$ cat config.mk
export PLATFORM = sky130hd
export DESIGN_NAME = gray_frame_writer
export DESIGN_NICKNAME = d
export VERILOG_FILES = /design/src/rtl/gray_frame_writer.sv
export SDC_FILE = /design/constraint.sdc
export NUM_CORES = 1
export LEC_CHECK = 0
export ABC_AREA = 1
export BUFFER_PORTS_ARGS = -buffer_cell sky130_fd_sc_hd__buf_2
export CORE_MARGIN = 1
export CORE_UTILIZATION = 50
export CTS_BUF_LIST = sky130_fd_sc_hd__clkbuf_2
export CTS_CLUSTER_SIZE = 25
export DETAILED_ROUTE_END_ITERATION = 8
export PLACE_DENSITY = 0.65
export SLEW_MARGIN = 20
export SYNTH_ARGS = -nofsm -noshare
export SYNTH_HDL_FRONTEND = slang
export SYNTH_SLANG_ARGS = --single-unit
$ cat constraint.sdc
create_clock -name i_clk -period 3.4 [get_ports i_clk]
set_clock_uncertainty 0.05 [all_clocks]
set_input_delay 0.17 -clock i_clk [delete_from_list [all_inputs] [get_ports i_clk]]
set_output_delay 0.17 -clock i_clk [all_outputs]
set_load 0.005 [all_outputs]
$ cat src/rtl/gray_frame_writer.sv
// Write-back stage for the grayscale pipeline: buffers processed pixels in a small FIFO
// and issues addressed SDRAM write requests under backpressure, one frame per start.
module gray_frame_writer #(
  parameter int unsigned NUM_PIXEL  = 307200,
  parameter int unsigned FIFO_DEPTH = 8,
  parameter int unsigned ADDR_W     = 20
) (
  input  logic              i_clk,
  input  logic              i_rst_n,
  input  logic              i_start,
  input  logic              i_valid,
  input  logic [9:0]        i_color,
  input  logic              i_bw,
  input  logic              i_wr_full,
  output logic              o_write_request,
  output logic [15:0]       o_wr_data,
  output logic [ADDR_W-1:0] o_wr_addr,
  output logic              o_busy,
  output logic              o_done,
  output logic              o_overflow
);

  localparam int unsigned PTR_W = (FIFO_DEPTH > 1) ? $clog2(FIFO_DEPTH) : 1;
  localparam int unsigned CNT_W = PTR_W + 1;
  localparam int unsigned IC_W  = ADDR_W + 1;
  localparam int unsigned ENT_W = 11 + ADDR_W;
  localparam logic [IC_W-1:0]  NUM_PIXEL_C = IC_W'(NUM_PIXEL);
  localparam logic [CNT_W-1:0] DEPTH_C     = CNT_W'(FIFO_DEPTH);

  typedef enum logic [1:0] {S_IDLE, S_RUN, S_DRAIN, S_DONE} state_e;

  state_e             state_q, state_d;
  logic [IC_W-1:0]    in_count_q, in_count_d;
  logic               overflow_q, overflow_d;
  logic [PTR_W-1:0]   wr_ptr_q, wr_ptr_d, rd_ptr_q, rd_ptr_d;
  logic [CNT_W-1:0]   fcnt_q, fcnt_d;
  logic               wr_req_q, wr_req_d;
  logic [15:0]        wr_data_q, wr_data_d;
  logic [ADDR_W-1:0]  wr_addr_q, wr_addr_d;
  logic               busy_q, busy_d;
  logic               done_q, done_d;
  logic [ENT_W-1:0]   mem_q [FIFO_DEPTH];
  logic [ENT_W-1:0]   entry_d, head;
  logic               fifo_empty, fifo_full, accept, push, pop;

  assign fifo_empty = (fcnt_q == '0);
  assign fifo_full  = (fcnt_q == DEPTH_C);
  assign head       = mem_q[rd_ptr_q];
  assign entry_d    = {i_bw, i_color, in_count_q[ADDR_W-1:0]};

  // Frame sequencing, FIFO push/pop decisions and output register next-values.
  always_comb begin
    state_d    = state_q;
    in_count_d = in_count_q;
    overflow_d = overflow_q;
    accept     = 1'b0;
    pop        = ((state_q == S_RUN) || (state_q == S_DRAIN)) && !fifo_empty && !i_wr_full;

    case (state_q)
      S_IDLE: begin
        if (i_start) begin
          in_count_d = '0;
          overflow_d = 1'b0;
          state_d    = S_RUN;
        end
      end
      S_RUN: begin
        if (in_count_q == NUM_PIXEL_C) state_d = S_DRAIN;
        else                           accept  = i_valid;
      end
      S_DRAIN: begin
        if (fifo_empty) state_d = S_DONE;
      end
      S_DONE:  state_d = S_IDLE;
      default: state_d = S_IDLE;
    endcase

    // A full FIFO still takes the pixel when the head leaves in the same cycle.
    push = accept && (!fifo_full || pop);
    if (accept) in_count_d = in_count_q + IC_W'(1);
    if (accept && !push) overflow_d = 1'b1;

    wr_ptr_d = push ? wr_ptr_q + PTR_W'(1) : wr_ptr_q;
    rd_ptr_d = pop  ? rd_ptr_q + PTR_W'(1) : rd_ptr_q;
    case ({push, pop})
      2'b10:   fcnt_d = fcnt_q + CNT_W'(1);
      2'b01:   fcnt_d = fcnt_q - CNT_W'(1);
      default: fcnt_d = fcnt_q;
    endcase

    wr_req_d  = pop;
    wr_data_d = pop ? {5'b0, head[ENT_W-1 -: 11]} : wr_data_q;
    wr_addr_d = pop ? head[ADDR_W-1:0] : wr_addr_q;
    busy_d    = (state_d != S_IDLE);
    done_d    = (state_d == S_DONE);
  end

  always_ff @(posedge i_clk or negedge i_rst_n) begin
    if (!i_rst_n) begin
      state_q    <= S_IDLE;
      in_count_q <= '0;
      overflow_q <= 1'b0;
      wr_ptr_q   <= '0;
      rd_ptr_q   <= '0;
      fcnt_q     <= '0;
      wr_req_q   <= 1'b0;
      wr_data_q  <= '0;
      wr_addr_q  <= '0;
      busy_q     <= 1'b0;
      done_q     <= 1'b0;
    end else begin
      state_q    <= state_d;
      in_count_q <= in_count_d;
      overflow_q <= overflow_d;
      wr_ptr_q   <= wr_ptr_d;
      rd_ptr_q   <= rd_ptr_d;
      fcnt_q     <= fcnt_d;
      wr_req_q   <= wr_req_d;
      wr_data_q  <= wr_data_d;
      wr_addr_q  <= wr_addr_d;
      busy_q     <= busy_d;
      done_q     <= done_d;
    end
  end

  // Storage needs no reset: entries are only read behind a non-zero count.
  always_ff @(posedge i_clk) begin
    if (push) mem_q[wr_ptr_q] <= entry_d;
  end

  assign o_write_request = wr_req_q;
  assign o_wr_data       = wr_data_q;
  assign o_wr_addr       = wr_addr_q;
  assign o_busy          = busy_q;
  assign o_done          = done_q;
  assign o_overflow      = overflow_q;

endmodule

==> reports/metrics.json <==
{
  "tns_ps": 0,
  "period_needed_ps": 2720,
  "postCtsSetupBuffers": 0,
  "tritoncts.num_buffers": 79,
  "post_drt_via_cell_ratio": 5.49,
  "unrepaired_setup_endpoints_after_global_routing": "no",
  "clk_pin_slew_worst_paths_ps": 100,
  "wire_length_after_detailed_routing_um": 28500,
  "detailedPlacementHpwl_um": 14600,
  "place_area_mm2": 0.0135,
  "drc": 0,
  "cellLeakagePower_nw": 5.48,
  "floorplan.io_pins": 56,
  "synthDominantCellAreaShare_pct": 58.3,
  "top_cell_type_by_total_area_after_synthesis": "sky130_fd_sc_hd__edfxtp_1",
  "finalWeightedCongestion": 0.797,
  "cts-hold-fix-buffers": 27,
  "cts_repair_resize_count": 0,
  "first_global_vias": 8506,
  "final_min_period_over_clock_period_pct": 79.9,
  "initial_antenna_violation_count": 1,
  "worst_tran_pin_value_ps": 708,
  "place_worst_setup_slack_ps": 705,
  "ir_drop_uv": 653,
  "cp_launch_type": "flop",
  "most_frequent_cells_in_the_layout": "sky130_fd_sc_hd__edfxtp_1 (248), sky130_fd_sc_hd__nor2_1 (146), sky130_fd_sc_hd__o21ai_0 (134), sky130_fd_sc_hd__clkbuf_2 (123), sky130_fd_sc_hd__nand2_1 (122)",
  "final_layout_size_suffix_gt1_share_pct": 20.4,
  "hold_viol_final": 0,
  "yosys_warnings": 0,
  "worst_setup_path_end_kind": "flop",
  "floorplan.initialDensity_pct": 50.9,
  "wl_per_cell_um": 18.5,
  "final_antenna_net_count": 0,
  "syn_area_mm2": 0.0128,
  "die_w_um": 162,
  "power.total_mw": 11.3,
  "track_usage_pct": 22.8,
  "p_per_area_mw_per_mm2": 775,
  "pin_count_of_the_biggest_net_entering_global_routing": 64,
  "routed-via-count": 8456,
  "fin_ws_ps": 683,
  "clockBufferDepth": 3,
  "critical_path_required_ps": 4070,
  "clk-insertion-delay-late_ps": 850,
  "grt_first_pass_wirelength_um": 45200,
  "report.final.setup_viol": 0,
  "synth-seq-area-share_pct": 71.6,
  "drtPass1Iterations": 5,
  "worst_hold_slack_ps": 98.3,
  "timing.hold.worst.class": "input port to flop",
  "report.final.slew_viol_count": 0,
  "max_freq_mhz": 368,
  "layout-area-overhead-vs-synth_pct": 13.9,
  "overall_die_area_mm2": 0.0262,
  "clock_sinks": 316,
  "cts_root_buf": "sky130_fd_sc_hd__clkbuf_2",
  "synth-seq-cells": 316,
  "max_transition_margin_pct": 52.8,
  "synth_cells": 1026,
  "floorplan_die_height_um": 162,
  "status": "completed",
  "crit_arrival_ps": 3390,
  "cts_tree": "done",
  "drv_cap": 0,
  "grt_remaining_overflow": 0,
  "portBuffers": 50,
  "critical_path_peak_fanout": 15,
  "synth.distinct_cells": 45,
  "final_area_mm2": 0.0146,
  "postSynthAreaPerCell_um2": 12.5,
  "row_count": 58,
  "layout_commonest_cell": "sky130_fd_sc_hd__edfxtp_1",
  "yosys-top-cells-area": "sky130_fd_sc_hd__edfxtp_1 (58%), sky130_fd_sc_hd__dfrtp_1 (13%), sky130_fd_sc_hd__o21ai_0 (5.2%)",
  "nNetsFinal": 1175,
  "cts.htree.levels": 3,
  "drt_iter0_markers": 606,
  "criticalPathCategory": "flop to flop",
  "core_mm2": 0.0251
}
## per-layer routing
| layer | vias up | wire [µm] | track usage, % |
|---|---|---|---|
| met4 | 0 | 752 | 10.7 |
| met2 | 250 | 13800 | 37.5 |
| met3 | 65 | 1540 | 4.14 |
| li1 | 4022 | - | - |
| met1 | 4119 | 12400 | 29.6 |
| met5 | - | 0 | 0 |
## sequential cells by signal, indices dropped and copies added (netlist names)
name	cells
fcnt_q	4
in_count_q	21
mem_q	248
o_busy	1
o_done	1
o_overflow	1
o_wr_addr	20
o_wr_data	11
o_write_request	1
rd_ptr_q	3
state_q	2
wr_ptr_q	3
## kinds of logic (layout without fill, tap and decap cells)
logic type,Yosys count,count (layout),share of synthesized area (%)
other,1,6,0.0293
DFF,316,316,71.6
AOI/OAI and AO/OA,234,234,11.5
adders and majority gates,10,10,1.04
and+or+nand+nor,353,353,11.8
buffers and inverters,104,284,3.44
xor gates and xnor gates,8,8,0.548
## worst paths after layout
check / from / to / slack (ps) / depth (start not counted)
setup / recovery: in_count_q[1] / fcnt_q[3] / 680 / 17
hold / removal: i_color[2] / mem_q[3][22] / 100 / 2
setup reg to reg: in_count_q[1] / fcnt_q[3] / 680 / 17
hold reg to reg: o_wr_addr[5] / o_wr_addr[5] / 430 / 2
max in group asynchronous: i_rst_n / fcnt_q[2] / 2470 / 4
min in group asynchronous: i_rst_n / o_done / 230 / 3
## where the power goes
part	switching, mW	total (mW)	internal [mW]
registers	0.342	5.16	4.82
logic	2.43	3.61	1.17
clock network	1.48	2.51	1.04
## cell type report
cell class	instances	area, µm²
Fill cell	2111	10500
Sequential cell	316	9150
Multi-Input combinational cell	610	3280
Timing Repair Buffer	97	816
Clock buffer	123	616
Tap cell	330	413
Inverter	45	171
Clock inverter	19	118
Antenna cell	1	2.50
## metrics by stage
step	instances	util, %
after floorplan	1030	-
after global placement	1371	53.9
after detailed placement	1371	53.9
after CTS	1540	58.0
after global routing	1541	58.0
final	1541	58.0
## Yosys cell counts (all sizes together)
cell type and count:
nand2 128, dfrtp 68, o21bai 1, a21oi 14, or2 2, o21ai 140, and2 1, clkbuf 41
o221ai 54, edfxtp 248, nor4 2, ha 9, nor2 161, xor2 7, o22ai 14, a21boi 1
o211ai 9, fa 1, nand3 46, inv 43, buf 18, conb 1, xnor2 1, clkinv 2
nor3 4, a31oi 1, nand3b 2, nand4 7
## worst max-delay path, cell delays in order (launching register included)
cell and delay, ps:
sky130_fd_sc_hd__dfrtp_1 530, sky130_fd_sc_hd__inv_1 150, sky130_fd_sc_hd__ha_1 170, sky130_fd_sc_hd__nand3_1 120, sky130_fd_sc_hd__nor2_4 140, sky130_fd_sc_hd__nand3_4 120
sky130_fd_sc_hd__nand2_8 170, sky130_fd_sc_hd__nand2_2 110, sky130_fd_sc_hd__inv_1 100, sky130_fd_sc_hd__ha_1 270, sky130_fd_sc_hd__nand2_1 70, sky130_fd_sc_hd__nand2_1 40
sky130_fd_sc_hd__a31oi_1 180, sky130_fd_sc_hd__inv_1 60, sky130_fd_sc_hd__nand3_1 100, sky130_fd_sc_hd__nand4_1 100, sky130_fd_sc_hd__nand2_1 80, sky130_fd_sc_hd__inv_1 40
(Power assumes the default switching activity.)
